File: src/rtl/shift_pkg.sv
`default_nettype none
// +----------------------------------------------------------------------+
// | shift_pkg : shared state and direction-mode encodings for the        |
// |             shift auto stepper.                                      |
// | Revision  : 1.0                                                      |
// +----------------------------------------------------------------------+
package shift_pkg;

  typedef enum logic [1:0] {
    IDLE  = 2'd0,
    PAUSE = 2'd1,
    RUN   = 2'd2
  } state_e;

  localparam logic [1:0] MODE_LEFT     = 2'b00;
  localparam logic [1:0] MODE_RIGHT    = 2'b01;
  localparam logic [1:0] MODE_PINGPONG = 2'b10;

endpackage
`default_nettype wire

File: src/rtl/shift_auto_stepper_edge_detect.sv
`default_nettype none
// +----------------------------------------------------------------------+
// | edge_detect : rising-edge detector for a clk-synchronous button.     |
// |               History resets high so a held button is not an edge.  |
// | Revision    : 1.0                                                    |
// +----------------------------------------------------------------------+
module edge_detect (
  input  logic clk,
  input  logic reset,
  input  logic in_i,
  output logic edge_o
);

  logic prev_q;

  always_ff @(posedge clk) begin
    if (reset) prev_q <= 1'b1;
    else       prev_q <= in_i;
  end

  assign edge_o = in_i & ~prev_q;

endmodule
`default_nettype wire

File: src/rtl/shift_auto_stepper.sv
`default_nettype none
// +----------------------------------------------------------------------+
// | shift_auto_stepper : steps a barrel shifter's shift amount at a      |
// |                      prescaled rate, with load and run/pause keys.   |
// | Revision           : 1.0                                             |
// +----------------------------------------------------------------------+
module shift_auto_stepper
  import shift_pkg::*;
#(
  parameter int N        = 3,
  parameter int Width    = 2**N,
  parameter int TICK_DIV = 50_000_000
) (
  input  logic             clk,
  input  logic             reset,
  input  logic [Width-1:0] sw,
  input  logic             load,
  input  logic             start_stop,
  input  logic [1:0]       mode,
  output logic [Width-1:0] a,
  output logic [N-1:0]     amt,
  output logic             select,
  output logic             running,
  output logic             tick
);

  localparam int PW = $clog2(TICK_DIV);

  state_e           state_q, state_d;
  logic [Width-1:0] a_q, a_d;
  logic [N-1:0]     amt_q, amt_d;
  logic             select_q, select_d;
  logic [PW-1:0]    presc_q, presc_d;
  logic             load_edge, ss_edge, amt_at_top;

  edge_detect u_load_edge (
    .clk    (clk),
    .reset  (reset),
    .in_i   (load),
    .edge_o (load_edge)
  );

  edge_detect u_ss_edge (
    .clk    (clk),
    .reset  (reset),
    .in_i   (start_stop),
    .edge_o (ss_edge)
  );

  assign running    = (state_q == RUN);
  assign tick       = running && (presc_q == PW'(TICK_DIV - 1));
  assign amt_at_top = (amt_q == N'(Width - 1));

  always_comb begin
    state_d  = state_q;
    a_d      = a_q;
    amt_d    = amt_q;
    select_d = select_q;
    presc_d  = presc_q;

    // A load edge swallows any coincident start_stop edge and tick step.
    if (load_edge) begin
      a_d     = sw;
      amt_d   = '0;
      presc_d = '0;
      if (state_q == IDLE) state_d = PAUSE;
    end else begin
      if (running) presc_d = tick ? '0 : presc_q + 1'b1;
      if (tick)    amt_d   = amt_at_top ? '0 : amt_q + 1'b1;
      if (ss_edge) begin
        case (state_q)
          PAUSE:   state_d = RUN;
          RUN:     state_d = PAUSE;
          default: state_d = state_q;
        endcase
      end
    end

    case (mode)
      MODE_LEFT:  select_d = 1'b0;
      MODE_RIGHT: select_d = 1'b1;
      default: begin
        if (!load_edge && tick && amt_at_top) select_d = ~select_q;
      end
    endcase
  end

  always_ff @(posedge clk) begin
    if (reset) begin
      state_q  <= IDLE;
      a_q      <= '0;
      amt_q    <= '0;
      select_q <= 1'b0;
      presc_q  <= '0;
    end else begin
      state_q  <= state_d;
      a_q      <= a_d;
      amt_q    <= amt_d;
      select_q <= select_d;
      presc_q  <= presc_d;
    end
  end

  assign a      = a_q;
  assign amt    = amt_q;
  assign select = select_q;

endmodule
`default_nettype wire

File: config.mk
export PLATFORM = sky130hd
export DESIGN_NAME = shift_auto_stepper
export DESIGN_NICKNAME = d
export VERILOG_FILES = /design/src/rtl/shift_pkg.sv /design/src/rtl/shift_auto_stepper_edge_detect.sv /design/src/rtl/shift_auto_stepper.sv
export SDC_FILE = /design/constraint.sdc
export NUM_CORES = 1
export LEC_CHECK = 0
export CORE_AREA = 3 3 87 89
export CTS_CLUSTER_SIZE = 30
export DETAILED_ROUTE_END_ITERATION = 7
export DIE_AREA = 0 0 90 92
export GPL_ROUTABILITY_DRIVEN = 1
export GPL_TIMING_DRIVEN = 1
export SLEW_MARGIN = 20
export SYNTH_ARGS = -nofsm -noshare
export SYNTH_HDL_FRONTEND = slang
export SYNTH_SLANG_ARGS = --single-unit
File: constraint.sdc
create_clock -name clk -period 2.1 [get_ports clk]
set_clock_uncertainty 0.05 [all_clocks]
set_input_delay 0.21 -clock clk [delete_from_list [all_inputs] [get_ports clk]]
set_output_delay 0.21 -clock clk [all_outputs]
set_load 0.02 [all_outputs]
Yosys cells after proc, flatten, opt, wreduce, memory -nomap -nowiden:

Index checks and enable logic that the tools add are counted.
W data, S select, Z words.

* $add $sub $neg: 2
* eq/ne operators: 6
* multiplexer cells: 8
* bitwise logic cells: 5
* reduce and logical (&&, ||, !) cells: 11

Operators by type and width (number)
* $add A26 B1 Y26 const B: 1
* $eq A26 B26 Y1 const B: 1
* $mux W26: 1
* $mux W2: 3
* $reduce_bool A3 Y1: 2
* $eq A2 B1 Y1 const B: 2
* $logic_not A2 Y1: 2
* $pmux W2 S2: 1
* $add A3 B1 Y3 const B: 1
* $eq A3 B3 Y1 const B: 1
* $logic_and A1 B1 Y1: 3
* $mux W3: 1
* $not A1 Y1: 3
* $reduce_and A3 Y1: 1
* $and A1 B1 Y1: 2
* $eq A2 B2 Y1 const B: 1
* $ne A2 B1 Y1 const B: 1
* $pmux W1 S2: 1
* $reduce_bool A2 Y1: 1
* $reduce_or A2 Y1: 1
* $logic_not A1 Y1: 1
* $mux W1: 1

* bits in registers: 42
* input port bits: 14

Logic depth before layout (Yosys ltp):

* depth after elaboration: 7
* gate-level depth with buffers: 7

By module:

From an unflattened synthesis, not the netlist that was laid out.

* cell total of the unflattened synthesis: 227
* area, all modules: 2024.4 um^2

Modules (own cells, without submodules)
* shift_auto_stepper: instances 1, cells each 221, area each 1959.4 um^2, seq. area each 800.8 um^2
* edge_detect: instances 2, cells each 3, area each 32.5 um^2, seq. area each 20.0 um^2

Worst setup path before layout:

OpenSTA, ideal clock, no wires.

* kind: register to register
* start: reg presc_q[0]
* end: reg amt_q[1], in the netlist amt[1]
* arrival time: 1.885 ns
* setup slack: 0.095 ns
* cell stages (with the launch flop): 7
* cells stage by stage: dfxtp_1 ha_1 and4_1 buf_2 nand4_1 or4b_2 a21oi_1

* word-level cells in the longest chain between the ends: 2

RTL lines
* start, declared: line shift_auto_stepper.sv:33 `logic [PW-1:0] presc_q, presc_d;`
* start signal, assigned: line shift_auto_stepper.sv:100 `presc_q <= presc_d;`
* $eq A26 B26 Y1: line shift_auto_stepper.sv:51 `assign tick = running && (presc_q == PW'(TICK_DIV - 1));`
* $logic_and A1 B1 Y1: line shift_auto_stepper.sv:51
* end signal, assigned: line shift_auto_stepper.sv:98 `amt_q <= amt_d;`
* end, declared: line shift_auto_stepper.sv:31 `logic [N-1:0] amt_q, amt_d;`

No other way between the ends.
A chain may end at the register's enable or synchronous reset.

Final worst setup path:

* start: reg presc_q[16]
* end: out tick

* word-level cells in the longest chain between the ends: 2

RTL lines
* $eq A26 B26 Y1: line shift_auto_stepper.sv:51
* $logic_and A1 B1 Y1: line shift_auto_stepper.sv:51
* end, declared: line shift_auto_stepper.sv:24 `output logic tick`

No other way between the ends.

==> metrics.csv <==
metric,value,unit
Net Sw Frac,22.0,%
status,"finished, final reports clean",
drt pass-1 iters,5,
"critical path fanouts, max",2,
Util after Layout,39.3,%
CP max stage delay,530,ps
via count,1935,
Antenna Nets Post-Route,0,
Bufs and invs on worst path,1,
Final Hold Viols,0,
post-route cell area,2690,µm²
fmax,486,MHz
worst path cell trace,"or3b_1, or4_4, nor2_2, buf_4",
area growth from synthesis to layout,33.1,%
Synth Cell Area,2020,µm²
gr ovfl total,0,
dpl hpwl,3530,µm
post-synthesis average cell area,8.28,µm²
total CTS buffers,5,
gpl congestion,0.767,
cell family with most CP delay,simple AND/OR/NAND/NOR gates,
WL final,4860,µm
Clk pwr share,41.4,%
Critical Path RT,1840,ps
Ports,28,
Fillers,702,
Clock transition at path regs,90,ps
initial antenna violation count,0,
drt via density,5.01,
RSZ-0062 raised after global routing,yes,
post-layout minimum cycle time,2060,ps
flop2flop setup slack,70,ps
Initial Util,29.6,%
WL/cell,12.6,µm
largest net degree at the start of global routing,29,
worst hold slack,411,ps
first-pass GRT wire length,8470,µm
vias in the first global route,1833,
WP data arrival,1800,ps
layout cells sized above 1,16.2,%
nets@finish,306,
CTS tree,done,
share of power burned in registers,52.1,%
Seq cells post-synth,42,
Post-Synth Simple-Gate Area,32.7,%
Storage cell area,841,µm²
Psw,0.343,mW
WL met3,122,µm
MaxCap Viol Count,0,
static leakage,0.899,nW
largest family of logic cells by synthesized area,simple AND/OR/NAND/NOR gates,
Comb pwr share,6.5,%
hold-fix buffers at CTS,0,
"Slew Viols, Final",0,
Area after DPL,2560,µm²
Max transition margin,71.4,%
Core ar.,6830,µm²
met1 WL,2450,µm
"Net Count, Synth",261,
placed cell count,378,
Mapped Cells,244,
Core Rows,30,
xor and xnor area share after synthesis,3.90,%
CP Launch Type,flop,
unique cell type count in the Yosys netlist,35,
Setup crit end kind,primary output,
yosys warns,0,
Int Pwr,1.21,mW
DIE AREA,8280,µm²
final setup fails,0,
Die Y,92,µm
CTS Buffer Depth,2,
root buffer selected by CTS,clkbuf_8,
All-Layer GR Usage,12.2,%
critical path's slowest cell,or4_4,
ant diodes,0,
Post-Synth Adder-Cell Area,1.86,%
critical path class,flop to primary output,
Die Width,90,µm
final worst-path cycle share,98.0,%
top layer in use,met4,
Remaining DRCs,0,
multi-input logic area,1110,µm²
Finished Layout Cells,386,
H-tree level count,2,
Synth Area in Compound Gates,15.9,%
Hold Crit Class,flop to flop,
post-synthesis sequential area ratio,41.6,%
clock latency on the worst-skew pair,290,ps
mux cell area share after synthesis,0,%
Peak supply drop,0.000266,V
Slew @ Worst Pin,428,ps
port bufs,27,
Clock Sinks,42,
pwr dens,579,nW/µm²
met2 wire len,2240,µm
First DRT Iteration DRCs,112,
[repair_timing]
action | in CTS | in global routing
gates resized for setup | 7 | 5
setup buffers | 0 | 0
pin swaps | 0 | 1
gates cloned | 0 | 0
setup endpoints to repair | 1 | 26
[final timing paths]
check	from	to	cells after the start
hold reg to reg	a[3]	a[3]	2
setup / recovery	presc_q[16]	tick	4
hold / removal	a[3]	a[3]	2
setup reg to reg	presc_q[16]	amt[0]	5
[cells in the final DEF, fill, tap and decap left out, types with 3 or more instances in the layout]
cell | synthesis | routed
nand2_1 | 26 | 26
buf_4 | 0 | 27
inv_1 | 4 | 3
o21ai_0 | 8 | 8
a21oi_1 | 32 | 32
nor2_1 | 13 | 12
nand3_1 | 12 | 12
nand2b_1 | 4 | 4
o31ai_1 | 14 | 14
xor2_1 | 7 | 7
or4_1 | 16 | 15
clkbuf_8 | 0 | 5
dfxtp_1 | 42 | 42
nand4_1 | 13 | 13
or2_2 | 3 | 3
clkdlybuf4s50_1 | 0 | 25
and4_1 | 5 | 4
[state kept, by name, summed over array words and instances (netlist names)]
name,cells
state_q,2
u_load_edge.prev_q,1
presc_q,26
a,8
select,1
amt,3
u_ss_edge.prev_q,1
[cell families after synthesis]
| group | count (synthesis) |
|---|---|
| simple gates | 114 |
| compound gates | 56 |
| flops | 42 |
| buf+inv | 20 |
| xor+xnor | 9 |
| fa+ha+maj | 3 |
[cells in the mapped netlist]
library cell  number  share of area (%)
and4_1             5                2.2
xnor2_1            2               0.87
buf_1              1               0.19
ha_1               3                1.9
a21oi_1           32                7.9
nor3b_1            2               0.74
or2_2              3               0.93
nor3_1             2               0.50
o21ai_0            8                2.0
and2_1             2               0.62
buf_2              4               0.99
o211ai_1           1               0.37
o21bai_1           1               0.37
and3_1             2               0.62
nand2b_1           4                1.2
clkbuf_2           1               0.25
nor2b_1            1               0.31
nor4bb_1           2               0.99
or4_1             16                5.9
nand4b_1           1               0.43
or3_1              2               0.62
nor4_1             2               0.62
or4b_2             2               0.99
inv_1              4               0.74
and3b_1            1               0.43
nor4b_1            2               0.87
xor2_1             7                3.0
nand2_1           26                4.8
dfxtp_1           42                 42
o31ai_1           14                5.2
nand3_1           12                3.0
or3b_1             1               0.43
nand4_1           13                4.0
nor2_1            13                2.4
clkbuf_1          10                1.9
[worst reg2reg max path: stages (launching register included)]
cell	delay (ps)
dfxtp_1	320
or3b_1	390
or4_4	530
buf_4	170
or4_1	390
a21oi_1	120
[layout make-up]
| type | count | share of cell area [%] |
|---|---|---|
| inverters | 4 | 0.559 |
| well taps | 96 | 4.47 |
| clock buffers | 5 | 2.56 |
| multi-input cells | 182 | 41.4 |
| clock inverters | 3 | 1.68 |
| flip-flops and latches | 42 | 31.3 |
| repair buffers | 54 | 18.1 |
[through the flow]
| step | setup WS [ps] | power, mW | TNS [ps] |
|---|---|---|---|
| after CTS | 9.02 | 1.58 | 0 |
| after global routing | -52.9 | 1.61 | -73.8 |
| after floorplan | 95.0 | 0.873 | 0 |
| after detailed placement | -157 | 0.931 | -157 |
| after global placement | -149 | 0.931 | -149 |
| final | 41.2 | 1.56 | 0 |
[layer usage]
metal | GRT usage, % | vias up
li1 | - | 996
met1 | 16.5 | 913
met2 | 19.2 | 24
met3 | 2.38 | 2
met4 | 4.34 | 0
met5 | 0 | -
[power groups by stage]
| stage | combinational [mW] | clock [mW] | sequential [mW] |
|---|---|---|---|
| final | 0.101 | 0.645 | 0.812 |
| after global routing | 0.109 | 0.692 | 0.814 |
| after CTS | 0.101 | 0.664 | 0.812 |
| after detailed placement | 0.101 | 0 | 0.830 |
| after global placement | 0.100 | 0 | 0.830 |
| after floorplan | 0.0342 | 0 | 0.838 |
No activity file was read; power rests on OpenSTA's default activity.
==> edit (config.mk and constraints unchanged) <==
Register the output `tick`, with the module's reset; this adds one clock of latency there. The other outputs are not delayed to match.
--- a/src/rtl/shift_auto_stepper.sv
+++ b/src/rtl/shift_auto_stepper.sv
@@ -26,6 +26,8 @@
 
   localparam int PW = $clog2(TICK_DIV);
 
+  logic tick_d;
+
   state_e           state_q, state_d;
   logic [Width-1:0] a_q, a_d;
   logic [N-1:0]     amt_q, amt_d;
@@ -48,7 +50,7 @@
   );
 
   assign running    = (state_q == RUN);
-  assign tick       = running && (presc_q == PW'(TICK_DIV - 1));
+  assign tick_d     = running && (presc_q == PW'(TICK_DIV - 1));
   assign amt_at_top = (amt_q == N'(Width - 1));
 
   always_comb begin
@@ -65,8 +67,8 @@
       presc_d = '0;
       if (state_q == IDLE) state_d = PAUSE;
     end else begin
-      if (running) presc_d = tick ? '0 : presc_q + 1'b1;
-      if (tick)    amt_d   = amt_at_top ? '0 : amt_q + 1'b1;
+      if (running) presc_d = tick_d ? '0 : presc_q + 1'b1;
+      if (tick_d)    amt_d   = amt_at_top ? '0 : amt_q + 1'b1;
       if (ss_edge) begin
         case (state_q)
           PAUSE:   state_d = RUN;
@@ -80,7 +82,7 @@
       MODE_LEFT:  select_d = 1'b0;
       MODE_RIGHT: select_d = 1'b1;
       default: begin
-        if (!load_edge && tick && amt_at_top) select_d = ~select_q;
+        if (!load_edge && tick_d && amt_at_top) select_d = ~select_q;
       end
     endcase
   end
@@ -105,6 +107,14 @@
   assign amt    = amt_q;
   assign select = select_q;
 
+  always_ff @(posedge clk) begin
+    if (reset) begin
+      tick <= '0;
+    end else begin
+      tick <= tick_d;
+    end
+  end
+
 endmodule
 `default_nettype wire
 
Formal check against the unedited RTL: no difference found for any inputs over 10 cycles, from zero or initial values and one cycle with reset high; that may be too few to reach the edited logic, so the function may still have changed.
==> edit against the unedited design <==
Power down 7.1%. Area after synthesis up 2.3%. Design area down 4.2%. Global-route usage down 0.25 points. Count of clock-buffer cells in the layout up 2. Sequential cell count up 1. Routed wire length up 0.82%. Sequential power up 2%. Setup slack better by 0.047 ns. Worst hold slack worse by 0.0086 ns. Critical path type is now flop to flop. Critical endpoint is now presc_q[21]. Largest cell class unchanged. Highest routed layer unchanged.
==> edit: results (changes against the unedited design) <==
{| class="wikitable"
! Metric !! Value
|-
| Routed via count divided by cell count || 5.11 (+1.9%)
|-
| XOR/XNOR Fraction of Synth Area || 4.24% (+0.34 points)
|-
| Relative area of clock buffers and inverters in the final design || 3.16% (-1.1 points)
|-
| Routed length on met3 || 449 um (+270%)
|-
| Number of global-route vias before repair || 1782 (-2.8%)
|-
| Hold Path Class || input port to flop
|-
| GR met2 Demand/Resource || 18.4% (-0.81 points)
|-
| Met1 usage || 15.1% (-1.4 points)
|-
| Launch instance of the worst min-delay path || sw[6]
|-
| Biggest fanout along the worst timing path || 14 (+12)
|-
| Power, Total || 1.45 mW (-7.1%)
|-
| Maximum ir drop on the vdd rail || 0.289 mV (+8.7%)
|-
| Switching Power || 336 uW (-2.2%)
|-
| Result of the run || complete, no violations
|-
| Cell Count Post-Placement || 367 (-2.9%)
|-
| Tightest hold margin || 0.402 ns (-0.00862 ns)
|-
| Critical path's largest stage delay || 0.64 ns (+0.11 ns)
|-
| Compound-cell area share of the yosys netlist || 15.7% (-0.17 points)
|-
| Filler Cells Inserted || 731 (+4.1%)
|-
| Bufs w/o clock || 38 (-30%)
|-
| Setup WS pre-CTS || 0.0950 ns (+0.252 ns)
|-
| M1 WL || 2280 um (-7.0%)
|-
| Reg area || 861 um^2 (+2.4%)
|-
| DR iter-0 viols || 91 (-19%)
|-
| Cell count of the worst hold path || 3 (+1)
|-
| Wire length of the first global-routing pass || 8170 um (-3.6%)
|-
| Met3 Track Usage GR || 4.43% (+2.1 points)
|-
| Number of distinct library cells after synthesis || 42 (+20%)
|-
| Setup slack on the worst flop-to-flop path || 0.09 ns (+0.02 ns)
|-
| Sequential fraction of the synthesis area || 41.7% (about the same)
|-
| FFs & Latches || 43 (+2.4%)
|-
| Power consumed by sequential cells || 830 uW (+2%)
|-
| WP data arrival || 2.19 ns (+0.39 ns)
|-
| End of the worst hold path || a[6]
|-
| LEAKAGE || 0.847 nW (-5.8%)
|-
| Adder-cell share of the synthesized area || 1.82% (-0.042 points)
|-
| Number of combinational gates with multiple inputs || 184 (+1.1%)
|-
| DR vias || 1915 (-1.0%)
|-
| Total of clock buffers placed in the layout || 7 (+2)
|-
| Area taken by multi-input logic gates || 1120 um^2 (+1.1%)
|-
| Clock network power consumption || 517 uW (-20%)
|-
| Largest net degree at the start of global routing || 19 (-34%)
|-
| Count of inverters other than clock inverters in the layout || 6 (+2)
|-
| Syn-to-layout area delta || 24.6%
|-
| Share of layout cells above drive strength 1 || 9.68% (-6.5 points)
|-
| Synth cell count leaders || dfxtp_1, nand2_1, a21oi_1
|-
| Global-route total usage across every layer || 11.9% (-0.25 points)
|-
| Wire length after detailed routing || 4900 um (+0.82%)
|}
==> edit: cell count changes after synthesis, moves of 4 or more <==
cell     change
xnor2_1      +4
nand2_1      +5
nor4_1       +6
o21a_1       +4
o31ai_1      -7
or4_1        -7
nand4_1      -6
a21oi_1      -5
==> edit: worst max path at each step <==
stage	start	to	slack (ns)	depth (start not counted)
6_report	presc_q[5]	presc_q[21]	0.09	4
5_1_grt	presc_q[0]	amt[0]	0.005	5
2_1_floorplan	presc_q[0]	presc_q[20]	0.18	6
3_5_place_dp	presc_q[0]	presc_q[22]	0.09	5
3_3_place_gp	presc_q[0]	presc_q[18]	0.16	5
4_1_cts	presc_q[0]	presc_q[22]	0.09	5
==> edit: critical path, delay by kind of cell, from the launching register on <==
kind / cells / cell delay (ns)
compound gates: 1 / 0.15
flops: 1 / 0.43
simple gates: 3 / 1.31
==> edit: what timing repair did <==
item,4_1_cts,5_1_grt
pin swaps,0,1
cloned,0,0
hold buffers,0,0
resized for setup,1,0
setup endpoints to repair,1,2
